## config.mk

```make
export PLATFORM = sky130hd
export DESIGN_NAME = instr_encoder
export DESIGN_NICKNAME = d
export VERILOG_FILES = /design/src/rtl/mips_pkg.sv /design/src/rtl/instr_pack.sv /design/src/rtl/instr_encoder.sv
export SDC_FILE = /design/constraint.sdc
export NUM_CORES = 1
export LEC_CHECK = 0
export CAP_MARGIN = 20
export CORE_ASPECT_RATIO = 1.4
export CORE_UTILIZATION = 45
export DETAILED_ROUTE_END_ITERATION = 10
export DONT_BUFFER_PORTS = 1
export GPL_ROUTABILITY_DRIVEN = 0
export PLACE_DENSITY_LB_ADDON = 0.08
export SYNTH_ARGS = -nofsm -noshare
export SYNTH_HDL_FRONTEND = slang
export SYNTH_SLANG_ARGS = --single-unit
```

## constraint.sdc

```tcl
create_clock -name clk -period 7.8 [get_ports clk]
set_input_delay 1.56 -clock clk [delete_from_list [all_inputs] [get_ports clk]]
set_output_delay 1.56 -clock clk [all_outputs]
set_load 0.005 [all_outputs]
```

## src/rtl/mips_pkg.sv

```systemverilog
// Shared MIPS encoding constants and descriptor-op enumeration, matching the decoder.
// Small field-packing helpers are shared by the encoder datapath.
package mips_pkg;

  typedef enum logic [3:0] {
    OP_NOP     = 4'd0,
    OP_ADDU    = 4'd1,
    OP_SUBU    = 4'd2,
    OP_AND     = 4'd3,
    OP_OR      = 4'd4,
    OP_SLTU    = 4'd5,
    OP_LW      = 4'd6,
    OP_SW      = 4'd7,
    OP_BEQ     = 4'd8,
    OP_BLTZ    = 4'd9,
    OP_ADDIU   = 4'd10,
    OP_J       = 4'd11,
    OP_LUI     = 4'd12,
    OP_ORI     = 4'd13,
    OP_LI      = 4'd14,
    OP_ILLEGAL = 4'd15
  } in_op_e;

  localparam logic [5:0] OPC_RTYPE  = 6'b000000;
  localparam logic [5:0] OPC_REGIMM = 6'b000001;
  localparam logic [5:0] OPC_J      = 6'b000010;
  localparam logic [5:0] OPC_BEQ    = 6'b000100;
  localparam logic [5:0] OPC_ADDIU  = 6'b001001;
  localparam logic [5:0] OPC_ORI    = 6'b001101;
  localparam logic [5:0] OPC_LUI    = 6'b001111;
  localparam logic [5:0] OPC_LW     = 6'b100011;
  localparam logic [5:0] OPC_SW     = 6'b101011;

  localparam logic [5:0] FUNCT_ADDU = 6'b100001;
  localparam logic [5:0] FUNCT_SUBU = 6'b100011;
  localparam logic [5:0] FUNCT_AND  = 6'b100100;
  localparam logic [5:0] FUNCT_OR   = 6'b100101;
  localparam logic [5:0] FUNCT_SLTU = 6'b101011;

  localparam int OPC_LSB = 26;
  localparam int RS_LSB  = 21;
  localparam int RT_LSB  = 16;
  localparam int RD_LSB  = 11;

  function automatic logic [31:0] pack_r(input logic [4:0] rs, input logic [4:0] rt,
                                         input logic [4:0] rd, input logic [5:0] funct);
    return {OPC_RTYPE, rs, rt, rd, 5'd0, funct};
  endfunction

  function automatic logic [31:0] pack_i(input logic [5:0] opc, input logic [4:0] rs,
                                         input logic [4:0] rt, input logic [15:0] imm);
    return {opc, rs, rt, imm};
  endfunction

endpackage

```

## src/rtl/instr_pack.sv

```systemverilog
// Combinational packer: one symbolic op plus fields -> 32-bit MIPS word.
// LI never reaches here; the encoder splits it into LUI/ORI first.
module instr_pack
  import mips_pkg::*;
(
  input  in_op_e      op,
  input  logic [4:0]  rs,
  input  logic [4:0]  rt,
  input  logic [4:0]  rd,
  input  logic [25:0] imm,
  output logic [31:0] word
);

  // Field packing per op
  always_comb begin
    word = 32'h0000_0000;
    case (op)
      OP_NOP:   word = 32'h0000_0000;
      OP_ADDU:  word = pack_r(rs, rt, rd, FUNCT_ADDU);
      OP_SUBU:  word = pack_r(rs, rt, rd, FUNCT_SUBU);
      OP_AND:   word = pack_r(rs, rt, rd, FUNCT_AND);
      OP_OR:    word = pack_r(rs, rt, rd, FUNCT_OR);
      OP_SLTU:  word = pack_r(rs, rt, rd, FUNCT_SLTU);
      OP_LW:    word = pack_i(OPC_LW, rs, rt, imm[15:0]);
      OP_SW:    word = pack_i(OPC_SW, rs, rt, imm[15:0]);
      OP_BEQ:   word = pack_i(OPC_BEQ, rs, rt, imm[15:0]);
      OP_BLTZ:  word = pack_i(OPC_REGIMM, rs, 5'd0, imm[15:0]);
      OP_ADDIU: word = pack_i(OPC_ADDIU, rs, rt, imm[15:0]);
      OP_J:     word = {OPC_J, imm};
      OP_LUI:   word = pack_i(OPC_LUI, 5'd0, rt, imm[15:0]);
      OP_ORI:   word = pack_i(OPC_ORI, rs, rt, imm[15:0]);
      default:  word = 32'h0000_0000;
    endcase
  end

endmodule

```

## src/rtl/instr_encoder.sv

```systemverilog
// Instruction encoder/loader: accepts descriptors, packs them and writes them
// sequentially into instruction memory, expanding LI into LUI/ORI.
module instr_encoder
  import mips_pkg::*;
#(
  parameter int ADDR_W = 8
) (
  input  logic              clk,
  input  logic              reset,
  input  logic              restart,
  input  logic              in_valid,
  output logic              in_ready,
  input  logic [3:0]        in_op,
  input  logic [4:0]        in_rs,
  input  logic [4:0]        in_rt,
  input  logic [4:0]        in_rd,
  input  logic [31:0]       in_imm,
  output logic              imem_we,
  output logic [ADDR_W-1:0] imem_addr,
  output logic [31:0]       imem_wdata,
  output logic [ADDR_W:0]   count,
  output logic              full,
  output logic              err
);

  typedef enum logic [1:0] {ST_IDLE, ST_EMIT2, ST_FULL} state_e;

  localparam logic [ADDR_W:0] LAST_SLOT = {1'b0, {ADDR_W{1'b1}}};
  localparam logic [ADDR_W:0] CNT_ONE   = {{ADDR_W{1'b0}}, 1'b1};

  state_e              state_r;
  logic [ADDR_W:0]     count_r;
  logic [4:0]          rt2_r;
  logic [15:0]         lo2_r;

  in_op_e              op_s;
  logic                accept_s;
  logic [31:0]         offset_s;
  logic                branch_ok_s;
  logic                li_two_s;
  logic                last_slot_s;
  logic                reject_s;
  in_op_e              pk_op_s;
  logic [4:0]          pk_rs_s;
  logic [4:0]          pk_rt_s;
  logic [4:0]          pk_rd_s;
  logic [25:0]         pk_imm_s;
  logic [31:0]         pk_word_s;

  assign op_s        = in_op_e'(in_op);
  assign in_ready    = (state_r == ST_IDLE) & ~restart;
  assign accept_s    = in_valid & in_ready;
  assign offset_s    = in_imm - (32'(count_r) + 32'd1);
  // Offset fits in 16 signed bits when bits [31:15] are all sign copies
  assign branch_ok_s = (offset_s[31:15] == 17'h00000) || (offset_s[31:15] == 17'h1FFFF);
  assign li_two_s    = (in_imm[31:16] != 16'h0000) && (in_imm[15:0] != 16'h0000);
  assign last_slot_s = (count_r == LAST_SLOT);
  assign count       = count_r;

  // Descriptor rejection: illegal op, unreachable branch, LI that cannot fit
  always_comb begin
    reject_s = 1'b0;
    case (op_s)
      OP_ILLEGAL:      reject_s = 1'b1;
      OP_BEQ, OP_BLTZ: reject_s = ~branch_ok_s;
      OP_LI:           reject_s = li_two_s & last_slot_s;
      default:         reject_s = 1'b0;
    endcase
  end

  // Packer input selection: pending ORI in EMIT2, otherwise the live descriptor
  always_comb begin
    pk_op_s  = op_s;
    pk_rs_s  = in_rs;
    pk_rt_s  = in_rt;
    pk_rd_s  = in_rd;
    pk_imm_s = {10'd0, in_imm[15:0]};
    if (state_r == ST_EMIT2) begin
      pk_op_s  = OP_ORI;
      pk_rs_s  = rt2_r;
      pk_rt_s  = rt2_r;
      pk_rd_s  = 5'd0;
      pk_imm_s = {10'd0, lo2_r};
    end else begin
      case (op_s)
        OP_BEQ, OP_BLTZ: pk_imm_s = {10'd0, offset_s[15:0]};
        OP_J:            pk_imm_s = in_imm[25:0];
        OP_LI: begin
          pk_rs_s = 5'd0;
          if (in_imm[31:16] == 16'h0000) begin
            pk_op_s  = OP_ORI;
            pk_imm_s = {10'd0, in_imm[15:0]};
          end else begin
            pk_op_s  = OP_LUI;
            pk_imm_s = {10'd0, in_imm[31:16]};
          end
        end
        default:         pk_op_s = op_s;
      endcase
    end
  end

  instr_pack u_pack (
    .op   (pk_op_s),
    .rs   (pk_rs_s),
    .rt   (pk_rt_s),
    .rd   (pk_rd_s),
    .imm  (pk_imm_s),
    .word (pk_word_s)
  );

  // Loader FSM, write pointer and registered write port
  always_ff @(posedge clk or posedge reset) begin
    if (reset) begin
      state_r    <= ST_IDLE;
      count_r    <= '0;
      rt2_r      <= 5'd0;
      lo2_r      <= 16'h0000;
      imem_we    <= 1'b0;
      imem_addr  <= '0;
      imem_wdata <= 32'h0000_0000;
      full       <= 1'b0;
      err        <= 1'b0;
    end else if (restart) begin
      state_r    <= ST_IDLE;
      count_r    <= '0;
      imem_we    <= 1'b0;
      imem_addr  <= '0;
      imem_wdata <= 32'h0000_0000;
      full       <= 1'b0;
      err        <= 1'b0;
    end else begin
      imem_we <= 1'b0;
      case (state_r)
        ST_IDLE: begin
          if (accept_s) begin
            if (reject_s) begin
              err <= 1'b1;
            end else begin
              imem_we    <= 1'b1;
              imem_addr  <= count_r[ADDR_W-1:0];
              imem_wdata <= pk_word_s;
              count_r    <= count_r + CNT_ONE;
              if ((op_s == OP_LI) && li_two_s) begin
                state_r <= ST_EMIT2;
                rt2_r   <= in_rt;
                lo2_r   <= in_imm[15:0];
              end else if (last_slot_s) begin
                state_r <= ST_FULL;
                full    <= 1'b1;
              end else begin
                state_r <= ST_IDLE;
              end
            end
          end
        end
        ST_EMIT2: begin
          imem_we    <= 1'b1;
          imem_addr  <= count_r[ADDR_W-1:0];
          imem_wdata <= pk_word_s;
          count_r    <= count_r + CNT_ONE;
          if (last_slot_s) begin
            state_r <= ST_FULL;
            full    <= 1'b1;
          end else begin
            state_r <= ST_IDLE;
          end
        end
        ST_FULL: state_r <= ST_FULL;
        default: state_r <= ST_IDLE;
      endcase
    end
  end

endmodule
```

==> impl_metrics.tcl <==
set metrics [dict create \
    antenna_found_initial 0 \
    detail-route-antenna-nets 0 \
    fin_util_pct 50.4 \
    wirelength_mm 16.9 \
    startpoint_type "input pin" \
    fill_cells 1053 \
    max_freq_mhz 180 \
    power_switching_share_pct 25.3 \
    crit_buf_inv 0 \
    p_switching_mw 0.278 \
    grt_max_degree 75 \
    comb_power_share_pct 13.2 \
    r2r_end "rt2_r[3]" \
    peakVddDrop_mv 0.147 \
    crit_arrival_ns 5.78 \
    min_path_type "register to register" \
    ys_ff_latch 74 \
    dieArea_um2 11600 \
    cts_tree "yes" \
    reg2reg_depth 12 \
    yosysSeqAreaShare_pct 36.7 \
    crit_type "input pin to register" \
    place_ws_ns 1.43 \
    cp.depth 11 \
    status "complete, no violations" \
    seq_area_um2 1850 \
    synthArstFlopShare_pct 100 \
    rsz0062_at_grt "no" \
    cts_inserted_buffers 9 \
    synth_edf_count 0 \
    cts_hold_buf 0 \
    dp_hpwl_mm 12.4 \
    overflow 0 \
    syn_nets 628 \
    multiInputGateArea_um2 2970 \
    postCtsResizedCells 0 \
    r2r_start "count[0]" \
    synthToLayoutAreaGrowth_pct 8.40 \
    syn-cell-area_um2 5050 \
    drt_first_pass_iters 5 \
    die_w_um 91.5 \
    cp-endpoint "rt2_r[3]" \
    critPathMaxFanout 22 \
    ctsRootBufferMaster "clkbuf_16" \
    viasPerCell 6.68 \
    antenna_cells 0 \
    drc 0 \
    layout_min_cycle_time_ns 5.56 \
    critPathSlowestCell "a21oi_4" \
    grt_pass1_vias 4500 \
    r2r_slack_ns 2.86 \
    leakagePower_nw 2.24 \
    initial_core_util_pct 46.4 \
    maxSlewHeadroom_pct 29.7 \
    ys.flop_type "dfrtp_1" \
    yosysWarningCount 0 \
    fp.coreArea_um2 10900 \
    synthCells 561 \
    worstSkewPairLatency_ns 0.34 \
    pwr_density_cell_nw_per_um2 201 \
    clk_pin_slew_ns 0.06 \
    maxCapViolCount 0 \
    tightest_slew_ns 1.05 \
    first_iter_violations 270 \
    p_seq_share_pct 39.8 \
    crit_path_max_incr_delay_ns 0.72 \
    clockBufferDepth 2 \
    cp-end-kind "register" \
    intPower_mw 0.822 \
    cts_sinks 74 \
    routedWlPerCell_um 24.6 \
    cts_htree_levels 3 \
    timing.critical_path.from "in_imm[0]" \
    crit_family "compound AO/OA/AOI/OAI gates" \
    crit_chain "ha_1 -> fa_1 -> a211o_1 -> a21oi_1 -> o21ai_0 -> o41a_1 -> nor4b_1 -> nand4_1 -> or3_4 -> a21oi_4 -> mux2_2" \
    setup_viol 0 \
    clkPwrFrac_pct 47.0 \
    finClkSkew_ns 0.00645 \
    synth.avg_cell_area_um2 9.00 \
    vias 4579 \
    finalHoldViolations 0 \
    grt_pass1_wl_mm 25.8 \
    nets 607 \
    required_ns 8.03 \
    grt_usage_pct 29.3 \
    drive_above_1_share_pct 7.35 \
    io_buffers 0 \
    worst_slack_ns 2.24 \
    placementRows 45 \
    post-cts-setup-buffers 0 \
    drv_slew 0 \
    die_height_um 127 \
    period_share_pct 71.3 \
    tns_ns 0 \
    yosys.cell_types.count 80 \
    pin_count 108 \
]
power by group through the flow:
stage          Sequential [mW]  Combinational [mW]  Clock (mW)
2_1_floorplan            0.437               0.122           0
3_3_place_gp             0.444               0.139           0
3_5_place_dp             0.445               0.143           0
4_1_cts                  0.438               0.144       0.525
5_1_grt                  0.442               0.161       0.537
6_report                 0.438               0.145       0.517
worst reg2reg max path, delay by kind of cell, from the launching register on:
family / cells / cell delay (ns)
AOI/OAI and AO/OA: 5 / 2.13
adders and majority gates: 2 / 0.67
DFF: 1 / 0.51
and+or+nand+nor: 3 / 1.01
muxes: 1 / 0.42
buffers and inverters: 1 / 0.09
cell usage after synthesis, drive strengths merged, types with 5 or more instances:
cell     count  area share [%]
a21boi       5            0.74
inv         16             1.2
o31ai        8             1.6
o211ai      10             1.5
dfrtp       74              37
a22o        24             4.2
o21ai       31             3.1
nand2       43             3.2
nor4         9             1.2
nor2b        6            0.74
o2bb2ai     16             2.8
buf         13             1.7
a211oi       5            0.74
or4         10             1.6
nand3       12             1.2
and2         5            0.62
nor3        12             1.3
a21oi       45             4.8
a22oi        5            0.74
mux2        23             5.1
or3          5            0.72
xor2         9             1.6
xnor2       12             2.1
ha          11             2.7
nand4        6            0.87
nor2        56             4.2
clkbuf      23             1.7
a21o         6            0.89
a221oi       7             1.2
state kept, by name, indices dropped and copies added, names as in the netlist:
register    count
imem_we         1
rt2_r           5
imem_addr       8
count           9
imem_wdata     31
full            1
err             1
lo2_r          16
state_r         2
area by class of cell:
type                    count  area share (%)
repair buffers              4           0.869
clock inverters             6            2.52
clock buffers               9            4.12
well taps                 141            3.22
multi-input cells         435            54.3
inverters                  16            1.10
flip-flops and latches     74            33.8
per-stage QoR:
| stage | cells | power (mW) | hold slack, ns | cell area, µm² |
|---|---|---|---|---|
| CTS | 684 | 1.11 | 0.483 | 5450 |
| finish | 685 | 1.10 | 0.481 | 5470 |
| floorplan | 561 | 0.559 | 0.453 | 5050 |
| global route | 685 | 1.14 | 0.506 | 5470 |
| global placement | 669 | 0.583 | 0.466 | 5080 |
| detailed placement | 669 | 0.588 | 0.471 | 5080 |
how the worst min path moves through the flow:
stage / start / end / slack (ns) / depth (start not counted)
2_1_floorplan: lo2_r[0] / lo2_r[0] / 0.45 / 1
3_3_place_gp: lo2_r[2] / lo2_r[2] / 0.47 / 1
3_5_place_dp: lo2_r[2] / lo2_r[2] / 0.47 / 1
4_1_cts: lo2_r[6] / lo2_r[6] / 0.48 / 1
5_1_grt: lo2_r[1] / lo2_r[1] / 0.51 / 1
6_report: lo2_r[6] / lo2_r[6] / 0.48 / 1
layout by cell type (no fill, tap or decap), drive strengths merged, types with 16 or more instances in the layout:
cell,instances
nor2,56
mux2,23
dfrtp,74
a22o,24
o2bb2ai,16
a21oi,45
o21ai,31
inv,17
nand2,43
routing by layer:
layer / GRT usage (%) / up-vias / routed length, µm
met5: 0 / - / 0
met4: 14.7 / 0 / 829
met3: 8.57 / 57 / 1450
met2: 49.3 / 248 / 8160
met1: 33.8 / 2198 / 6420
li1: - / 2076 / -
kinds of logic after synthesis:
kind of cell    Yosys count  share of synthesized area [%]
compound gates          194                           27.7
simple gates            183                           18.9
flops                    74                           36.7
buf+inv                  52                           4.56
mux                      24                           5.33
xor+xnor                 21                           3.64
fa+ha+maj                12                           3.12
other cells               1                         0.0743
Note: power is estimated with default switching activity, not from simulation.
